`config.mk`:
```
export PLATFORM = sky130hd
export DESIGN_NAME = sfx_sequencer
export DESIGN_NICKNAME = d
export VERILOG_FILES = /design/src/rtl/sfx_sequencer.sv
export SDC_FILE = /design/constraint.sdc
export NUM_CORES = 1
export LEC_CHECK = 0
export CAP_MARGIN = 5
export CELL_PAD_IN_SITES_DETAIL_PLACEMENT = 1
export CELL_PAD_IN_SITES_GLOBAL_PLACEMENT = 1
export CORE_ASPECT_RATIO = 0.8
export CORE_MARGIN = 2
export CORE_UTILIZATION = 41
export CTS_BUF_LIST = sky130_fd_sc_hd__clkbuf_2
export CTS_CLUSTER_SIZE = 12
export DETAILED_ROUTE_END_ITERATION = 7
export GPL_ROUTABILITY_DRIVEN = 0
export GPL_TIMING_DRIVEN = 0
export PLACE_DENSITY_LB_ADDON = 0.1
export SLEW_MARGIN = 20
export SYNTH_ARGS = -nofsm -noshare
export SYNTH_HDL_FRONTEND = slang
export SYNTH_SLANG_ARGS = --single-unit
```
`constraint.sdc`:
```
create_clock -name CLOCK_50 -period 2.7 [get_ports CLOCK_50]
set_input_delay 0.54 -clock CLOCK_50 [delete_from_list [all_inputs] [get_ports CLOCK_50]]
set_output_delay 0.54 -clock CLOCK_50 [all_outputs]
set_load 0.1 [all_outputs]
```
`src/rtl/sfx_sequencer.sv`:
```
// Sound-effect sequencer: queues event IDs in a small FIFO and expands each into a timed note sequence.
// Optional macro SFX_PREEMPT_EN: game-over (id 5) flushes the queue and preempts the current sequence.
module sfx_sequencer #(
    parameter int NOTE_CYCLES = 6250000,
    parameter int GAP_CYCLES  = 250000,
    parameter int FIFO_DEPTH  = 4
) (
    input  logic        CLOCK_50,
    input  logic        resetn,
    input  logic        evt_valid,
    input  logic [2:0]  evt_id,
    output logic        evt_ready,
    input  logic        mute,
    output logic        sfx_play,
    output logic [31:0] sfx_freq,
    output logic        busy
);

    localparam int AW   = $clog2(FIFO_DEPTH);
    localparam int MAXC = (NOTE_CYCLES > GAP_CYCLES) ? NOTE_CYCLES : GAP_CYCLES;
    localparam int CW   = $clog2(MAXC + 1);
    localparam logic [CW-1:0] HOLD_LAST = CW'(NOTE_CYCLES - 2);
    localparam logic [CW-1:0] GAP_LAST  = CW'((GAP_CYCLES > 0) ? GAP_CYCLES - 1 : 0);

    typedef enum logic [2:0] {
        S_IDLE,
        S_LOAD,
        S_FIRE,
        S_HOLD,
        S_GAP
    } state_t;

    state_t         state_q, state_d;
    logic [AW:0]    wr_ptr_q, wr_ptr_d;
    logic [AW:0]    rd_ptr_q, rd_ptr_d;
    logic [2:0]     id_q, id_d;
    logic [1:0]     idx_q, idx_d;
    logic [CW-1:0]  cnt_q, cnt_d;
    logic           play_q, play_d;
    logic [31:0]    freq_q, freq_d;
    logic [2:0]     fifo_mem [FIFO_DEPTH];

    logic full, empty, push, preempt;

    function automatic logic [2:0] note_count(input logic [2:0] id);
        case (id)
            3'd0:    note_count = 3'd1;
            3'd1:    note_count = 3'd2;
            3'd2:    note_count = 3'd2;
            3'd3:    note_count = 3'd3;
            3'd4:    note_count = 3'd4;
            3'd5:    note_count = 3'd4;
            default: note_count = 3'd0;
        endcase
    endfunction

    // Unused slots return 1 Hz so the consumer never divides by zero.
    function automatic logic [31:0] note_freq(input logic [2:0] id, input logic [1:0] idx);
        note_freq = 32'd1;
        case (id)
            3'd0: note_freq = 32'd880;
            3'd1: note_freq = (idx == 2'd0) ? 32'd1047 : 32'd1319;
            3'd2: note_freq = (idx == 2'd0) ? 32'd220 : 32'd165;
            3'd3, 3'd4: begin
                case (idx)
                    2'd0:    note_freq = 32'd523;
                    2'd1:    note_freq = 32'd659;
                    2'd2:    note_freq = 32'd784;
                    default: note_freq = 32'd1047;
                endcase
            end
            3'd5: begin
                case (idx)
                    2'd0:    note_freq = 32'd392;
                    2'd1:    note_freq = 32'd330;
                    2'd2:    note_freq = 32'd262;
                    default: note_freq = 32'd196;
                endcase
            end
            default: note_freq = 32'd1;
        endcase
    endfunction

    assign empty = (wr_ptr_q == rd_ptr_q);
    assign full  = (wr_ptr_q[AW] != rd_ptr_q[AW]) && (wr_ptr_q[AW-1:0] == rd_ptr_q[AW-1:0]);

`ifdef SFX_PREEMPT_EN
    assign preempt   = evt_valid && (evt_id == 3'd5);
    assign evt_ready = !full || preempt;
`else
    assign preempt   = 1'b0;
    assign evt_ready = !full;
`endif

    // A preempting id 5 bypasses the queue entirely.
    assign push = evt_valid && evt_ready && !preempt;
    assign busy = (state_q != S_IDLE) || !empty;

    assign sfx_play = play_q;
    assign sfx_freq = freq_q;

    always_comb begin
        state_d  = state_q;
        id_d     = id_q;
        idx_d    = idx_q;
        cnt_d    = cnt_q;
        play_d   = 1'b0;
        freq_d   = freq_q;
        wr_ptr_d = wr_ptr_q + {{AW{1'b0}}, push};
        rd_ptr_d = rd_ptr_q;

        case (state_q)
            S_IDLE: begin
                if (!empty) begin
                    state_d  = S_LOAD;
                    id_d     = fifo_mem[rd_ptr_q[AW-1:0]];
                    rd_ptr_d = rd_ptr_q + {{AW{1'b0}}, 1'b1};
                end
            end
            S_LOAD: begin
                idx_d = 2'd0;
                if (note_count(id_q) == 3'd0) begin
                    state_d = S_IDLE;
                end else begin
                    state_d = S_FIRE;
                    freq_d  = note_freq(id_q, 2'd0);
                    play_d  = !mute;
                end
            end
            S_FIRE: begin
                cnt_d   = '0;
                state_d = S_HOLD;
            end
            S_HOLD: begin
                if (cnt_q == HOLD_LAST) begin
                    if (({1'b0, idx_q} + 3'd1) < note_count(id_q)) begin
                        idx_d   = idx_q + 2'd1;
                        state_d = S_FIRE;
                        freq_d  = note_freq(id_q, idx_q + 2'd1);
                        play_d  = !mute;
                    end else if (GAP_CYCLES > 0) begin
                        cnt_d   = '0;
                        state_d = S_GAP;
                    end else begin
                        state_d = S_IDLE;
                    end
                end else begin
                    cnt_d = cnt_q + CW'(1);
                end
            end
            S_GAP: begin
                if (cnt_q == GAP_LAST) begin
                    state_d = S_IDLE;
                end else begin
                    cnt_d = cnt_q + CW'(1);
                end
            end
            default: state_d = S_IDLE;
        endcase

        if (preempt) begin
            state_d  = S_LOAD;
            id_d     = 3'd5;
            idx_d    = 2'd0;
            play_d   = 1'b0;
            freq_d   = freq_q;
            wr_ptr_d = wr_ptr_q;
            rd_ptr_d = wr_ptr_q;
        end
    end

    always_ff @(posedge CLOCK_50 or negedge resetn) begin
        if (!resetn) begin
            state_q  <= S_IDLE;
            wr_ptr_q <= '0;
            rd_ptr_q <= '0;
            id_q     <= '0;
            idx_q    <= '0;
            cnt_q    <= '0;
            play_q   <= 1'b0;
            freq_q   <= 32'd1;
        end else begin
            state_q  <= state_d;
            wr_ptr_q <= wr_ptr_d;
            rd_ptr_q <= rd_ptr_d;
            id_q     <= id_d;
            idx_q    <= idx_d;
            cnt_q    <= cnt_d;
            play_q   <= play_d;
            freq_q   <= freq_d;
        end
    end

    always_ff @(posedge CLOCK_50) begin
        if (push) begin
            fifo_mem[wr_ptr_q[AW-1:0]] <= evt_id;
        end
    end

endmodule

```
==> results_dict.tcl <==
set metrics [dict create \
    grt_pass1_vias 3156 \
    tightest_slew_ps 982 \
    routed-wl-met3_um 541 \
    antenna_left 0 \
    cp-end-kind "output port" \
    ys_top_cells_by_area "dfrtp_1 (32%), edfxtp_1 (9.5%), a211oi_1 (4.3%), ha_1 (4.3%), buf_4 (4.1%)" \
    cp_max_fo 2 \
    met2_length_mm 4.26 \
    avgSynthCellArea_um2 9.73 \
    fmaxAchievable_mhz 387 \
    cts_sinks 61 \
    fin_nets 470 \
    startpoint_type "register" \
    drive_above_1_share_pct 18.2 \
    synth-main-ff-cell "dfrtp_1" \
    drc 0 \
    setup_viol 0 \
    synth_warnings 0 \
    cts_tree "built" \
    die_width_um 112 \
    ys_async_sr_fraction_pct 80.3 \
    hpwl_mm 6.87 \
    die_area_mm2 0.0101 \
    crit_slowest_cell "clkdlybuf4s50_1" \
    avgViaCountPerCell 5.58 \
    ioPinCount 42 \
    total_power_uw 4850 \
    report.final.slew_viol_count 0 \
    path_class "register to output port" \
    core.rowCount 31 \
    ys_types 56 \
    period_needed_ps 2580 \
    crit_arrival_ps 2040 \
    syn_to_final_growth_pct 17.5 \
    cap_violations 0 \
    dr.pass1.iters 6 \
    synth_top_cell_area_share_pct 31.6 \
    max_stage_delay_ps 1130 \
    wl_mm 9.71 \
    antenna_found_initial 0 \
    synth_common_cells "dfrtp_1 (48), inv_1 (27), o22ai_1 (23)" \
    num_antenna_cells 0 \
    synth-seq-area-share_pct 41.7 \
    hold_viol 0 \
    fin_crit_sh_pct 95.7 \
    grt_usage_pct 20.1 \
    critical_path.top_delay_family "buffers and inverters" \
    finClkSkew_ps 25.5 \
    fp.coreArea_mm2 0.00904 \
    slew-limit-headroom_pct 34.4 \
    min_path_type "register to register" \
    vias 3183 \
    die_h_um 90.2 \
    clk_latency_ps 550 \
    synth_edf_count 12 \
    syn_inst 391 \
    h-tree-depth 3 \
    ir_worst_vdd_uv 724 \
    gr-total-overflow 0 \
    cts_buffer_depth 2 \
    top_layer_used "met4" \
    ys_ff_latch 61 \
    power_density_mw_per_mm2 1080 \
    path_cells "clkdlybuf4s50_1" \
    dpl_cell_area_mm2 0.00422 \
    grt_first_pass_wirelength_mm 16.2 \
    routedWlPerCell_um 17.0 \
    grt_max_degree 50 \
    met1_length_mm 4.84 \
    crit_buf_inv 1 \
    synth_most_common_cell "dfrtp_1" \
    yosysTopAreaCell "dfrtp_1" \
    cp_data_required_time_ps 2160 \
    start_util_pct 42.1 \
    syn-cell-area_mm2 0.00380 \
    cts.clk_slew.worst_paths_ps 200 \
    drtIter0Drc 158 \
    leakage_uw 0.00186 \
    cts_root_buf "clkbuf_2" \
    cts_made_buffers 9 \
    numPortBuffers 20 \
    status "complete, no violations" \
    finish.instance_area_mm2 0.00447 \
]
[power by group]
group	internal, µW	leakage (µW)	switching (µW)
sequential	1170	0.000747	135
combinational	922	0.00104	1990
clock	227	0.0000735	405
[timing repair]
item	4_1_cts	5_1_grt
pin swaps	1	3
hold endpoints to repair	15	0
hold buffers	1	0
setup buffers	5	2
resized for setup	18	19
endpoints found under the setup margin	39	37
cloned	0	0
[placed cells by master, fill, tap and decap left out, types with 13 or more instances in the layout]
master and n:
nor2_1 13, o22ai_1 22, clkbuf_1 13, nand4_1 13
dfrtp_1 47, inv_1 25, conb_1 21, a21oi_1 16
a211oi_1 22, nand3_1 15, buf_4 33, nand2_1 21
[sequential cells by signal, indices dropped and copies added, names as in the netlist]
register  flops
cnt_q        23
fifo_mem     12
sfx_freq     11
id_q          3
rd_ptr_q      3
state_q       3
wr_ptr_q      3
idx_q         2
sfx_play      1
[layer usage]
metal,track usage [%],vias up
met3,5.46,8
met1,29.1,1577
met2,30.0,79
li1,-,1519
met5,0,-
met4,5.14,0
[worst paths after layout]
path,startpoint,endpoint,slack (ps),depth (start not counted)
worst max-delay path,sfx_freq[2]$_DFFE_PN0P_,sfx_freq[2],120,1
worst min-delay path,wr_ptr_q[2]$_DFF_PN0_,wr_ptr_q[2]$_DFF_PN0_,500,1
worst max register to register,id_q[1]$_DFFE_PN0P_,sfx_freq[1]$_DFFE_PN0P_,170,10
worst min register to register,wr_ptr_q[2]$_DFF_PN0_,wr_ptr_q[2]$_DFF_PN0_,500,1
max in group asynchronous,resetn,idx_q[0]$_DFFE_PN0P_,1660,2
min in group asynchronous,resetn,sfx_freq[5]$_DFFE_PN0P_,560,2
[cells by family after synthesis]
family                   after synthesis  share of synthesized area (%)
multiplexers                          19                           6.45
other                                  1                         0.0986
adder cells (fa/ha/maj)               13                           4.28
XOR/XNOR                               8                           1.84
AO/OA/AOI/OAI                         92                           15.8
buffers and inverters                 73                           9.77
AND/OR/NAND/NOR                      124                           20.0
flip-flops                            61                           41.7
[area by class of cell]
cell class / count / area [µm²]
fillers: 1057 / 4570
inverters: 27 / 101
plain buffers: 46 / 280
clock buffers: 9 / 45.0
clock inverters: 7 / 81.3
flip-flops and latches: 61 / 1590
well taps: 115 / 144
multi-input cells: 277 / 1960
repair buffers: 28 / 264
[metrics by stage]
step / setup WS [ps] / hold WS (ps) / cells / setup TNS (ps) / utilization (%)
final: 117 / 497 / 570 / 0 / 49.5
after global routing: -42.6 / 476 / 570 / -206 / 49.5
after CTS: 11.3 / 490 / 568 / 0 / 48.7
after detailed placement: -479 / 478 / 546 / -9890 / 46.7
after global placement: -530 / 466 / 546 / -33130 / 46.7
after floorplan: 40.3 / 244 / 411 / 0 / -
No activity file was read; power rests on OpenSTA's default activity.
